===== src/rtl/multicycle_ctrl_fsm_if.sv =====
// Control bundle between the multi-cycle RV32I controller (master) and its datapath (slave).
// Optional macro PERF_CNT_EN adds the instret counter field.
interface multicycle_ctrl_fsm_if #(
  parameter int CNT_WIDTH = 32
);
  logic [6:0] op;
  logic [2:0] funct3;
  logic       funct7_5;
  logic       EQ;
  logic       mem_ready;
  logic       mem_req;
  logic       AdrSrc;
  logic       MemWrite;
  logic       IRWrite;
  logic       PCWrite;
  logic       RegWrite;
  logic [1:0] ResultSrc;
  logic [1:0] ALUSrcA;
  logic [1:0] ALUSrcB;
  logic [2:0] ALUctrl;
  logic [2:0] ImmSrc;
  logic       instr_done;
  logic       illegal;
`ifdef PERF_CNT_EN
  logic [CNT_WIDTH-1:0] instret;

  modport master (
    input  op, funct3, funct7_5, EQ, mem_ready,
    output mem_req, AdrSrc, MemWrite, IRWrite, PCWrite, RegWrite,
    output ResultSrc, ALUSrcA, ALUSrcB, ALUctrl, ImmSrc, instr_done, illegal, instret
  );
  modport slave (
    output op, funct3, funct7_5, EQ, mem_ready,
    input  mem_req, AdrSrc, MemWrite, IRWrite, PCWrite, RegWrite,
    input  ResultSrc, ALUSrcA, ALUSrcB, ALUctrl, ImmSrc, instr_done, illegal, instret
  );
`else
  if (CNT_WIDTH < 1) begin : g_bad_cnt_width
  end

  modport master (
    input  op, funct3, funct7_5, EQ, mem_ready,
    output mem_req, AdrSrc, MemWrite, IRWrite, PCWrite, RegWrite,
    output ResultSrc, ALUSrcA, ALUSrcB, ALUctrl, ImmSrc, instr_done, illegal
  );
  modport slave (
    output op, funct3, funct7_5, EQ, mem_ready,
    input  mem_req, AdrSrc, MemWrite, IRWrite, PCWrite, RegWrite,
    input  ResultSrc, ALUSrcA, ALUSrcB, ALUctrl, ImmSrc, instr_done, illegal
  );
`endif
endinterface


===== src/rtl/multicycle_ctrl_fsm.sv =====
// Main controller of the multi-cycle RV32I core; latency load 5, store/ALU/JAL 4, branch 3 cycles.
// Memory waits stretch FETCH/MEMREAD/MEMWRITE while mem_ready is low. Macro PERF_CNT_EN adds instret.
module multicycle_ctrl_fsm #(
  parameter int CNT_WIDTH = 32
) (
  input  logic                   clk,
  input  logic                   rst,
  multicycle_ctrl_fsm_if.master  bus
);

  typedef enum logic [3:0] {
    FETCH, DECODE, MEMADR, MEMREAD, MEMWB, MEMWRITE,
    EXECR, EXECI, ALUWB, BRANCH, JAL, TRAP
  } state_t;

  localparam logic [6:0] OP_LOAD  = 7'b0000011;
  localparam logic [6:0] OP_STORE = 7'b0100011;
  localparam logic [6:0] OP_R     = 7'b0110011;
  localparam logic [6:0] OP_I     = 7'b0010011;
  localparam logic [6:0] OP_BR    = 7'b1100011;
  localparam logic [6:0] OP_JAL   = 7'b1101111;

  localparam logic [2:0] ALU_ADD = 3'b000;
  localparam logic [2:0] ALU_SUB = 3'b001;

  state_t     r_state;
  logic       r_illegal;
  logic [2:0] w_alu_dec;
  logic       w_taken;
  logic       w_instr_done;

  // funct3/funct7_5 decode shared by EXECR and EXECI; only R-type honours the sub bit
  always_comb begin
    w_alu_dec = ALU_ADD;
    case (bus.funct3)
      3'b000:  w_alu_dec = (bus.funct7_5 && (r_state == EXECR)) ? ALU_SUB : ALU_ADD;
      3'b111:  w_alu_dec = 3'b010;
      3'b110:  w_alu_dec = 3'b011;
      3'b100:  w_alu_dec = 3'b100;
      3'b010:  w_alu_dec = 3'b101;
      3'b001:  w_alu_dec = 3'b110;
      3'b101:  w_alu_dec = 3'b111;
      default: w_alu_dec = ALU_ADD;
    endcase
  end

  assign w_taken = ((bus.funct3 == 3'b000) &&  bus.EQ) ||
                   ((bus.funct3 == 3'b001) && !bus.EQ);

  // Outputs decode the state register directly so rst and mem_ready take effect in the same cycle
  always_comb begin
    bus.mem_req    = 1'b0;
    bus.AdrSrc     = 1'b0;
    bus.MemWrite   = 1'b0;
    bus.IRWrite    = 1'b0;
    bus.PCWrite    = 1'b0;
    bus.RegWrite   = 1'b0;
    bus.ResultSrc  = 2'b00;
    bus.ALUSrcA    = 2'b00;
    bus.ALUSrcB    = 2'b00;
    bus.ALUctrl    = ALU_ADD;
    bus.ImmSrc     = 3'b000;
    w_instr_done   = 1'b0;
    if (!rst) begin
      case (bus.op)
        OP_STORE: bus.ImmSrc = 3'b001;
        OP_BR:    bus.ImmSrc = 3'b010;
        OP_JAL:   bus.ImmSrc = 3'b011;
        default:  bus.ImmSrc = 3'b000;
      endcase
      case (r_state)
        FETCH: begin
          bus.mem_req   = 1'b1;
          bus.ALUSrcB   = 2'b10;
          bus.ResultSrc = 2'b10;
          bus.IRWrite   = bus.mem_ready;
          bus.PCWrite   = bus.mem_ready;
        end
        DECODE: begin
          bus.ALUSrcA = 2'b01;
          bus.ALUSrcB = 2'b01;
        end
        MEMADR: begin
          bus.ALUSrcA = 2'b10;
          bus.ALUSrcB = 2'b01;
        end
        MEMREAD: begin
          bus.mem_req = 1'b1;
          bus.AdrSrc  = 1'b1;
        end
        MEMWB: begin
          bus.ResultSrc = 2'b01;
          bus.RegWrite  = 1'b1;
          w_instr_done  = 1'b1;
        end
        MEMWRITE: begin
          bus.mem_req  = 1'b1;
          bus.AdrSrc   = 1'b1;
          bus.MemWrite = 1'b1;
          w_instr_done = bus.mem_ready;
        end
        EXECR: begin
          bus.ALUSrcA = 2'b10;
          bus.ALUctrl = w_alu_dec;
        end
        EXECI: begin
          bus.ALUSrcA = 2'b10;
          bus.ALUSrcB = 2'b01;
          bus.ALUctrl = w_alu_dec;
        end
        ALUWB: begin
          bus.RegWrite = 1'b1;
          w_instr_done = 1'b1;
        end
        BRANCH: begin
          bus.ALUSrcA  = 2'b10;
          bus.ALUctrl  = ALU_SUB;
          bus.PCWrite  = w_taken;
          w_instr_done = 1'b1;
        end
        JAL: begin
          bus.ALUSrcA = 2'b01;
          bus.ALUSrcB = 2'b10;
          bus.PCWrite = 1'b1;
        end
        default: ;
      endcase
    end
  end

  assign bus.instr_done = w_instr_done;
  assign bus.illegal    = r_illegal & ~rst;

  always_ff @(posedge clk) begin
    if (rst) begin
      r_state   <= FETCH;
      r_illegal <= 1'b0;
    end else begin
      case (r_state)
        FETCH:    if (bus.mem_ready) r_state <= DECODE;
        DECODE: begin
          case (bus.op)
            OP_LOAD, OP_STORE: r_state <= MEMADR;
            OP_R:              r_state <= EXECR;
            OP_I:              r_state <= EXECI;
            OP_BR:             r_state <= BRANCH;
            OP_JAL:            r_state <= JAL;
            default: begin
              r_state   <= TRAP;
              r_illegal <= 1'b1;
            end
          endcase
        end
        MEMADR:   r_state <= (bus.op == OP_LOAD) ? MEMREAD : MEMWRITE;
        MEMREAD:  if (bus.mem_ready) r_state <= MEMWB;
        MEMWB:    r_state <= FETCH;
        MEMWRITE: if (bus.mem_ready) r_state <= FETCH;
        EXECR:    r_state <= ALUWB;
        EXECI:    r_state <= ALUWB;
        ALUWB:    r_state <= FETCH;
        BRANCH:   r_state <= FETCH;
        JAL:      r_state <= ALUWB;
        TRAP:     r_state <= TRAP;
        default:  r_state <= FETCH;
      endcase
    end
  end

`ifdef PERF_CNT_EN
  logic [CNT_WIDTH-1:0] r_instret;

  always_ff @(posedge clk) begin
    if (rst) begin
      r_instret <= '0;
    end else if (w_instr_done) begin
      r_instret <= r_instret + CNT_WIDTH'(1);
    end
  end

  assign bus.instret = rst ? '0 : r_instret;
`else
  if (CNT_WIDTH < 1) begin : g_bad_cnt_width
  end
`endif

endmodule


===== src/flat_wrapper.sv =====
// flat-port wrapper written by rule: the top's interface ports become plain ports
module multicycle_ctrl_fsm_flat 
#(
  parameter int CNT_WIDTH = 32
)
  (clk, rst, bus_op, bus_funct3, bus_funct7_5, bus_EQ, bus_mem_ready, bus_mem_req, bus_AdrSrc, bus_MemWrite, bus_IRWrite, bus_PCWrite, bus_RegWrite, bus_ResultSrc, bus_ALUSrcA, bus_ALUSrcB, bus_ALUctrl, bus_ImmSrc, bus_instr_done, bus_illegal);
  multicycle_ctrl_fsm_if #(.CNT_WIDTH(CNT_WIDTH)) bus_i ();
  input  logic clk;
  input  logic rst;
  input wire logic [$bits(bus_i.op)-1:0] bus_op;
  input wire logic [$bits(bus_i.funct3)-1:0] bus_funct3;
  input wire logic [$bits(bus_i.funct7_5)-1:0] bus_funct7_5;
  input wire logic [$bits(bus_i.EQ)-1:0] bus_EQ;
  input wire logic [$bits(bus_i.mem_ready)-1:0] bus_mem_ready;
  output wire logic [$bits(bus_i.mem_req)-1:0] bus_mem_req;
  output wire logic [$bits(bus_i.AdrSrc)-1:0] bus_AdrSrc;
  output wire logic [$bits(bus_i.MemWrite)-1:0] bus_MemWrite;
  output wire logic [$bits(bus_i.IRWrite)-1:0] bus_IRWrite;
  output wire logic [$bits(bus_i.PCWrite)-1:0] bus_PCWrite;
  output wire logic [$bits(bus_i.RegWrite)-1:0] bus_RegWrite;
  output wire logic [$bits(bus_i.ResultSrc)-1:0] bus_ResultSrc;
  output wire logic [$bits(bus_i.ALUSrcA)-1:0] bus_ALUSrcA;
  output wire logic [$bits(bus_i.ALUSrcB)-1:0] bus_ALUSrcB;
  output wire logic [$bits(bus_i.ALUctrl)-1:0] bus_ALUctrl;
  output wire logic [$bits(bus_i.ImmSrc)-1:0] bus_ImmSrc;
  output wire logic [$bits(bus_i.instr_done)-1:0] bus_instr_done;
  output wire logic [$bits(bus_i.illegal)-1:0] bus_illegal;
  assign bus_i.op = bus_op;
  assign bus_i.funct3 = bus_funct3;
  assign bus_i.funct7_5 = bus_funct7_5;
  assign bus_i.EQ = bus_EQ;
  assign bus_i.mem_ready = bus_mem_ready;
  assign bus_mem_req = bus_i.mem_req;
  assign bus_AdrSrc = bus_i.AdrSrc;
  assign bus_MemWrite = bus_i.MemWrite;
  assign bus_IRWrite = bus_i.IRWrite;
  assign bus_PCWrite = bus_i.PCWrite;
  assign bus_RegWrite = bus_i.RegWrite;
  assign bus_ResultSrc = bus_i.ResultSrc;
  assign bus_ALUSrcA = bus_i.ALUSrcA;
  assign bus_ALUSrcB = bus_i.ALUSrcB;
  assign bus_ALUctrl = bus_i.ALUctrl;
  assign bus_ImmSrc = bus_i.ImmSrc;
  assign bus_instr_done = bus_i.instr_done;
  assign bus_illegal = bus_i.illegal;
  multicycle_ctrl_fsm #(.CNT_WIDTH(CNT_WIDTH)) u_core (.clk(clk), .rst(rst), .bus(bus_i));
endmodule

===== config.mk =====
export PLATFORM = sky130hd
export DESIGN_NAME = multicycle_ctrl_fsm_flat
export DESIGN_NICKNAME = d
export VERILOG_FILES = /design/src/rtl/multicycle_ctrl_fsm_if.sv /design/src/rtl/multicycle_ctrl_fsm.sv /design/src/flat_wrapper.sv
export SDC_FILE = /design/constraint.sdc
export NUM_CORES = 1
export LEC_CHECK = 0
export BUFFER_PORTS_ARGS = -buffer_cell sky130_fd_sc_hd__buf_2
export CELL_PAD_IN_SITES_DETAIL_PLACEMENT = 1
export CELL_PAD_IN_SITES_GLOBAL_PLACEMENT = 2
export CORE_ASPECT_RATIO = 0.9
export CORE_MARGIN = 2
export CORE_UTILIZATION = 24
export DETAILED_ROUTE_END_ITERATION = 8
export GPL_ROUTABILITY_DRIVEN = 0
export PLACE_DENSITY_LB_ADDON = 0.1
export SYNTH_ARGS = -nofsm -noshare
export SYNTH_HDL_FRONTEND = slang
export SYNTH_SLANG_ARGS = --single-unit

===== constraint.sdc =====
create_clock -name clk -period 2.7 [get_ports clk]
set_input_delay 0.135 -clock clk [delete_from_list [all_inputs] [get_ports clk]]
set_output_delay 0.135 -clock clk [all_outputs]
set_load 0.005 [all_outputs]

==> results of run 1 <==
## cells in the final DEF (no fill, tap or decap), drive strengths merged, types with 2 or more instances in the layout
master   count
or3          2
o22ai        2
clkbuf       4
nand3        4
nand2        5
and3b        2
nor2         9
xnor2        2
inv          5
a2111oi      3
buf         33
a211oi       2
o311ai       2
nor3        10
nor2b        5
xor2         4
a41oi        2
a21oi        8
dfxtp        5
nand4        3
nand2b       4
## metal layers
metal	up-vias	part of all wire [%]	global-route usage (%)
met5	-	0	0
met4	0	0.16	2.74
met3	2	5.1	4.88
met2	26	43	21.7
met1	409	51	22.2
li1	454	-	-
## state kept, by name, summed over array words and instances, names as in the netlist
signal	cells
u_core.r_state	4
u_core.r_illegal	1
## worst reg2reg max path, stage by stage (launching register included)
cell and delay (ns):
dfxtp_1 0.75, nand2b_1 0.20, a2111oi_1 0.51, o21ai_0 0.19, a21oi_1 0.17
## logic make-up after synthesis
| logic type | Yosys count | synth area share, % |
|---|---|---|
| AO/OA/AOI/OAI | 27 | 26.6 |
| other | 1 | 0.518 |
| flip-flops | 5 | 13.8 |
| multiplexers | 2 | 2.94 |
| XOR/XNOR | 6 | 7.25 |
| AND/OR/NAND/NOR | 52 | 40.4 |
| buffers and inverters | 14 | 8.46 |
## cell type report
| class | count | share of cell area, % |
|---|---|---|
| repair buffers | 33 | 17.9 |
| inverters | 5 | 2.03 |
| multi-input cells | 88 | 61.0 |
| clock buffers | 4 | 2.85 |
| well taps | 40 | 5.42 |
| flip-flops and latches | 5 | 10.8 |
## metrics by stage
| stage | total power, W | area [um2] | std cells | util, % | setup WS [ns] |
|---|---|---|---|---|---|
| global placement | 0.000269 | 897 | 171 | 31.9 | 0.901 |
| detailed placement | 0.000269 | 897 | 171 | 31.9 | 0.861 |
| global route | 0.000397 | 923 | 175 | 32.8 | 0.357 |
| floorplan | 0.000211 | 724 | 107 | - | 1.31 |
| CTS | 0.000367 | 923 | 175 | 32.8 | 0.574 |
| finish | 0.000362 | 923 | 175 | 32.8 | 0.589 |
## power by group
| group | leakage [nW] | switching, W | internal [W] | total, W |
|---|---|---|---|---|
| clock network | 0.0150 | 0.0000385 | 0.0000564 | 0.0000949 |
| logic | 0.362 | 0.0000776 | 0.0000748 | 0.000152 |
| registers | 0.0409 | 0.0000318 | 0.0000831 | 0.000115 |
| total | 0.418 | 0.000148 | 0.000214 | 0.000362 |
## how the worst min path moves through the flow
stage | slack, ns | depth (start not counted) | end | from
2_1_floorplan | 0.23 | 1 | u_core.r_state[1] | bus_op[5]
3_3_place_gp | 0.40 | 2 | u_core.r_state[1] | bus_op[5]
3_5_place_dp | 0.40 | 2 | u_core.r_state[1] | bus_op[5]
4_1_cts | 0.12 | 2 | u_core.r_state[1] | bus_op[5]
5_1_grt | 0.14 | 2 | u_core.r_state[1] | bus_op[5]
6_report | 0.13 | 2 | u_core.r_state[1] | bus_op[5]
==> results.toml, run 1 <==
[outcome]
outcome = "finished clean"

[clock_network]
cts.repair.resized = 0
worstSkewPairLatency_ns = 0.26
cts_made_buffers = 3
cts_tree = "done"
cts-root-buf = "clkbuf_4"
hold_buffers = 0
htreeDepth = 1
cts_max_path_buffers = 2
clkSinkCount = 5
postCtsSetupRepairBufs = 0
clk_pin_slew_worst_paths_ns = 0.05

[die]
dieHeight_um = 56.1
initial_utilization_pct = 25.7
die_w_um = 61.9
ios = 35
dieArea_mm2 = 0.00347
core_mm2 = 0.00282
rows = 18

[sta]
report.final.setup_viol = 0
slew_viol_final = 0
tightest_slew_ns = 0.674
finClkSkew_ns = 0.00813
max_freq_ghz = 0.474
period_share_pct = 78.2
setup-tns-final_ns = 0
relSlewSlack_pct = 55.0
worst_hold_slack_ns = 0.132
finalCriticalPeriod_ns = 2.11
grt_setup_unrepaired = "no"
hold_violations = 0

[global_routing]
track_usage_pct = 15.2
grt_max_degree = 22
antenna_found_initial = 0
gr-total-overflow = 0
first_global_vias = 843
grt_pass1_wl_mm = 4.04

[route]
via_per_inst = 5.09
drt_wl_total_mm = 2.43
drtIter0Drc = 8
ant_nets = 0
drc = 0
firstDrtPassIters = 4
wire_per_inst_um = 13.9
vias = 891

[worst_setup_path]
crit_path_max_fanout = 16
rr_startpoint = "u_core.r_state[0]"
worst_path_max_delay_cell = "dfxtp_1"
cp_cell_sequence = "nor2b_1 > nand2_1 > a211o_1 > a21oi_1 > buf_2"
critPathMaxStageDelay_ns = 0.65
required_ns = 2.57
cp_data_arrival_time_ns = 1.98
timing.rr.end = "u_core.r_state[1]"
cp-end-kind = "output port"
startpoint_type = "flip-flop"
cp-endpoint = "bus_ALUctrl[0]"
startpoint = "u_core.r_state[1]"
cp_top_family = "flip-flops"
path_class = "flip-flop to output port"
crit_buf_inv = 1
reg2regPathDepth = 4
cp.depth = 5
r2r_slack_ns = 0.84

[yosys]
synth_edf_count = 0
netlist_instances = 107
synth_area_um2 = 724
dominantRegCellSynth = "dfxtp_1"
yosys_warnings = 0
synth_most_common_cell = "nor3_1"
synth_top_cell_by_area = "dfxtp_1"
ys_types = 44
async_flop_share_pct = 0
yosysSeqAreaShare_pct = 13.8
ys_seq_elements = 5
ys_top_cells_by_count = "nor3_1 (10), nor2_1 (9), a21oi_1 (8)"
synthTopCellsByArea = "dfxtp_1 (14%), nor3_1 (6.9%), a21oi_1 (5.5%)"
syn_nets = 122
synth_top_area_share_pct = 13.8
syn_avg_cell_area_um2 = 6.77

[finish]
regArea_um2 = 100
multi_input_area_um2 = 563
final_nets = 151
antenna_cells = 0
syn2layout_area_growth_pct = 27.5
n_fill_cell = 389
layout-drive-gt1-share_pct = 29.6

[worst_hold_path]
hold_path.class = "input port to flip-flop"

[power_and_ir_drop]
leakagePower_nw = 0.418
vdd_drop_max_v = 0.000233
powerDensity_mw_per_mm2 = 392

[place]
dpl.hpwl_mm = 1.81
numPortBuffers = 33

[run]
cap_violations = 0
Note: power is estimated with default switching activity, not from simulation.
==> run 2: changes to the inputs <==
- CORE_UTILIZATION: 24 -> 22
- clock period: 2.7 -> 2.1 ns (I/O delays scaled with it)
==> run 2 against run 1 <==
  * Final area up 3.5%
  * Sequential power up 13%
  * Combinational power up 53%
  * Global-route usage down 0.25 points
  * Count of clock-buffer cells in the layout unchanged
  * Non-clock buffer count up 4
  * Clock power up 28%
==> results.toml, run 2 (synthesized netlist as in run 1, its figures left out) <==
[clock_network]
cts_tree = "done"
postCtsSetupRepairBufs = 0
cts-root-buf = "clkbuf_4"
clkSinkCount = 5
cts_made_buffers = 3
cts_max_path_buffers = 2
clk_pin_slew_worst_paths_ns = 0.05
cts.repair.resized = 0
htreeDepth = 1
worstSkewPairLatency_ns = 0.25
hold_buffers = 0

[power_and_ir_drop]
p_sw_share_pct = 41.1
combPwrFrac_pct = 48.2
vdd_drop_max_v = 0.000336
p_clk_share_pct = 25.0
p_total_w = 0.000484
leakagePower_nw = 0.439
seqPwrFrac_pct = 26.7
p_int_w = 0.000285
powerDensity_mw_per_mm2 = 507
p_sw_w = 0.000199

[worst_setup_path]
cp_top_family = "flip-flops"
startpoint = "u_core.r_state[0]"
required_ns = 2.00
crit_buf_inv = 2
cp-end-kind = "output port"
cp_cell_sequence = "buf_4 > xor2_1 > nor2_1 > a2111oi_0 > buf_2"
path_class = "flip-flop to output port"
cp_data_arrival_time_ns = 1.75
worst_path_max_delay_cell = "dfxtp_1"
crit_path_max_fanout = 12
critPathMaxStageDelay_ns = 0.53
startpoint_type = "flip-flop"
rr_startpoint = "u_core.r_state[0]"

[sta]
hold_violations = 0
relSlewSlack_pct = 66.7
finClkSkew_ns = 0.00553
slew_viol_final = 0
worst_hold_slack_ns = 0.0986
finalCriticalPeriod_ns = 1.86
tightest_slew_ns = 0.498
max_freq_ghz = 0.538
grt_setup_unrepaired = "no"
setup-tns-final_ns = 0
period_share_pct = 88.4
setup_slack_ns = 0.243
report.final.setup_viol = 0

[finish]
antenna_cells = 0
final_nets = 155
syn2layout_area_growth_pct = 32.0
layout-drive-gt1-share_pct = 31.7
layout_common_cells = "buf_2 (33), nor3_1 (10), nor2_1 (9), a21oi_1 (8)"
top_regs = "u_core.r_state (4), u_core.r_illegal (1)"
largest-register = "u_core.r_state"
largest_reg_flops = 4
stdcell_count = 181
n_fill_cell = 394
layout_commonest_cell = "buf_2"

[worst_hold_path]
hold_start = "bus_op[5]"
hold_path.class = "input port to flip-flop"

[die]
rows = 19
initial_utilization_pct = 23.4
die_w_um = 64.5
ios = 35
core_mm2 = 0.00309
dieArea_mm2 = 0.00377
dieHeight_um = 58.4

[route]
firstDrtPassIters = 4
via_per_inst = 5.10
wire_per_inst_um = 14.6
vias = 923
drtIter0Drc = 74
ant_nets = 0
drt_wl_total_mm = 2.65
drc = 0

[global_routing]
track_usage_pct = 14.9
gr-total-overflow = 0
grt_max_degree = 20
first_global_vias = 911
grt_pass1_wl_mm = 4.39
antenna_found_initial = 0

[place]
place_ws_ns = 0.472
dpl.hpwl_mm = 1.99
numPortBuffers = 33
dp.cells = 177

[run]
cap_violations = 0

[outcome]
outcome = "finished clean"
## run 2: cell count changes in the layout (fill, tap and decap cells not counted)
cell	previous run	this run
buf_4	0	4
## run 2: worst paths after layout
| kind | endpoint | slack (ns) | cells after the start |
|---|---|---|---|
| max | bus_ALUSrcB[0] | 0.24 | 5 |
| min reg2reg | u_core.r_illegal | 0.48 | 2 |
| max reg2reg | u_core.r_state[1] | 0.44 | 4 |
| min | u_core.r_state[1] | 0.1 | 2 |
## run 2: cell type report
cell class / instances / area [um2] / share of cell area [%]
inverter: 5 / 18.8 / 1.96
sequential: 5 / 100 / 10.5
tap: 42 / 52.6 / 5.50
timing repair buffer: 37 / 195 / 20.4
clock buffer: 4 / 26.3 / 2.75
multi-input combinational: 88 / 563 / 58.9
## run 2: power groups by stage
stage                     clock, W  sequential, W  combinational, W
after floorplan                  0       0.000116          0.000155
final                     0.000121       0.000130          0.000233
after CTS                 0.000127       0.000130          0.000235
after detailed placement         0       0.000132          0.000232
after global routing      0.000136       0.000133          0.000258
after global placement           0       0.000130          0.000235
## run 2: worst reg2reg max path, cell delays in order (launching register included)
cell and delay (ns):
dfxtp_1 0.53, nand2b_1 0.18, a2111oi_1 0.53, o21ai_0 0.18, a21oi_1 0.17
## run 2: through the flow
step                      instance area, um2  utilization, %
after floorplan                          724               -
after global routing                     956            30.9
after detailed placement                 930            30.1
after CTS                                956            30.9
after global placement                   930            30.1
final                                    956            30.9
## run 2: per-layer routing
layer  part of all wire, %  track usage [%]  up-vias
li1                      -                -      457
met1                    47             19.3      436
met2                    47             25.6       28
met3                   5.1             4.21        2
met4                  0.34             1.82        0
met5                     0                0        -
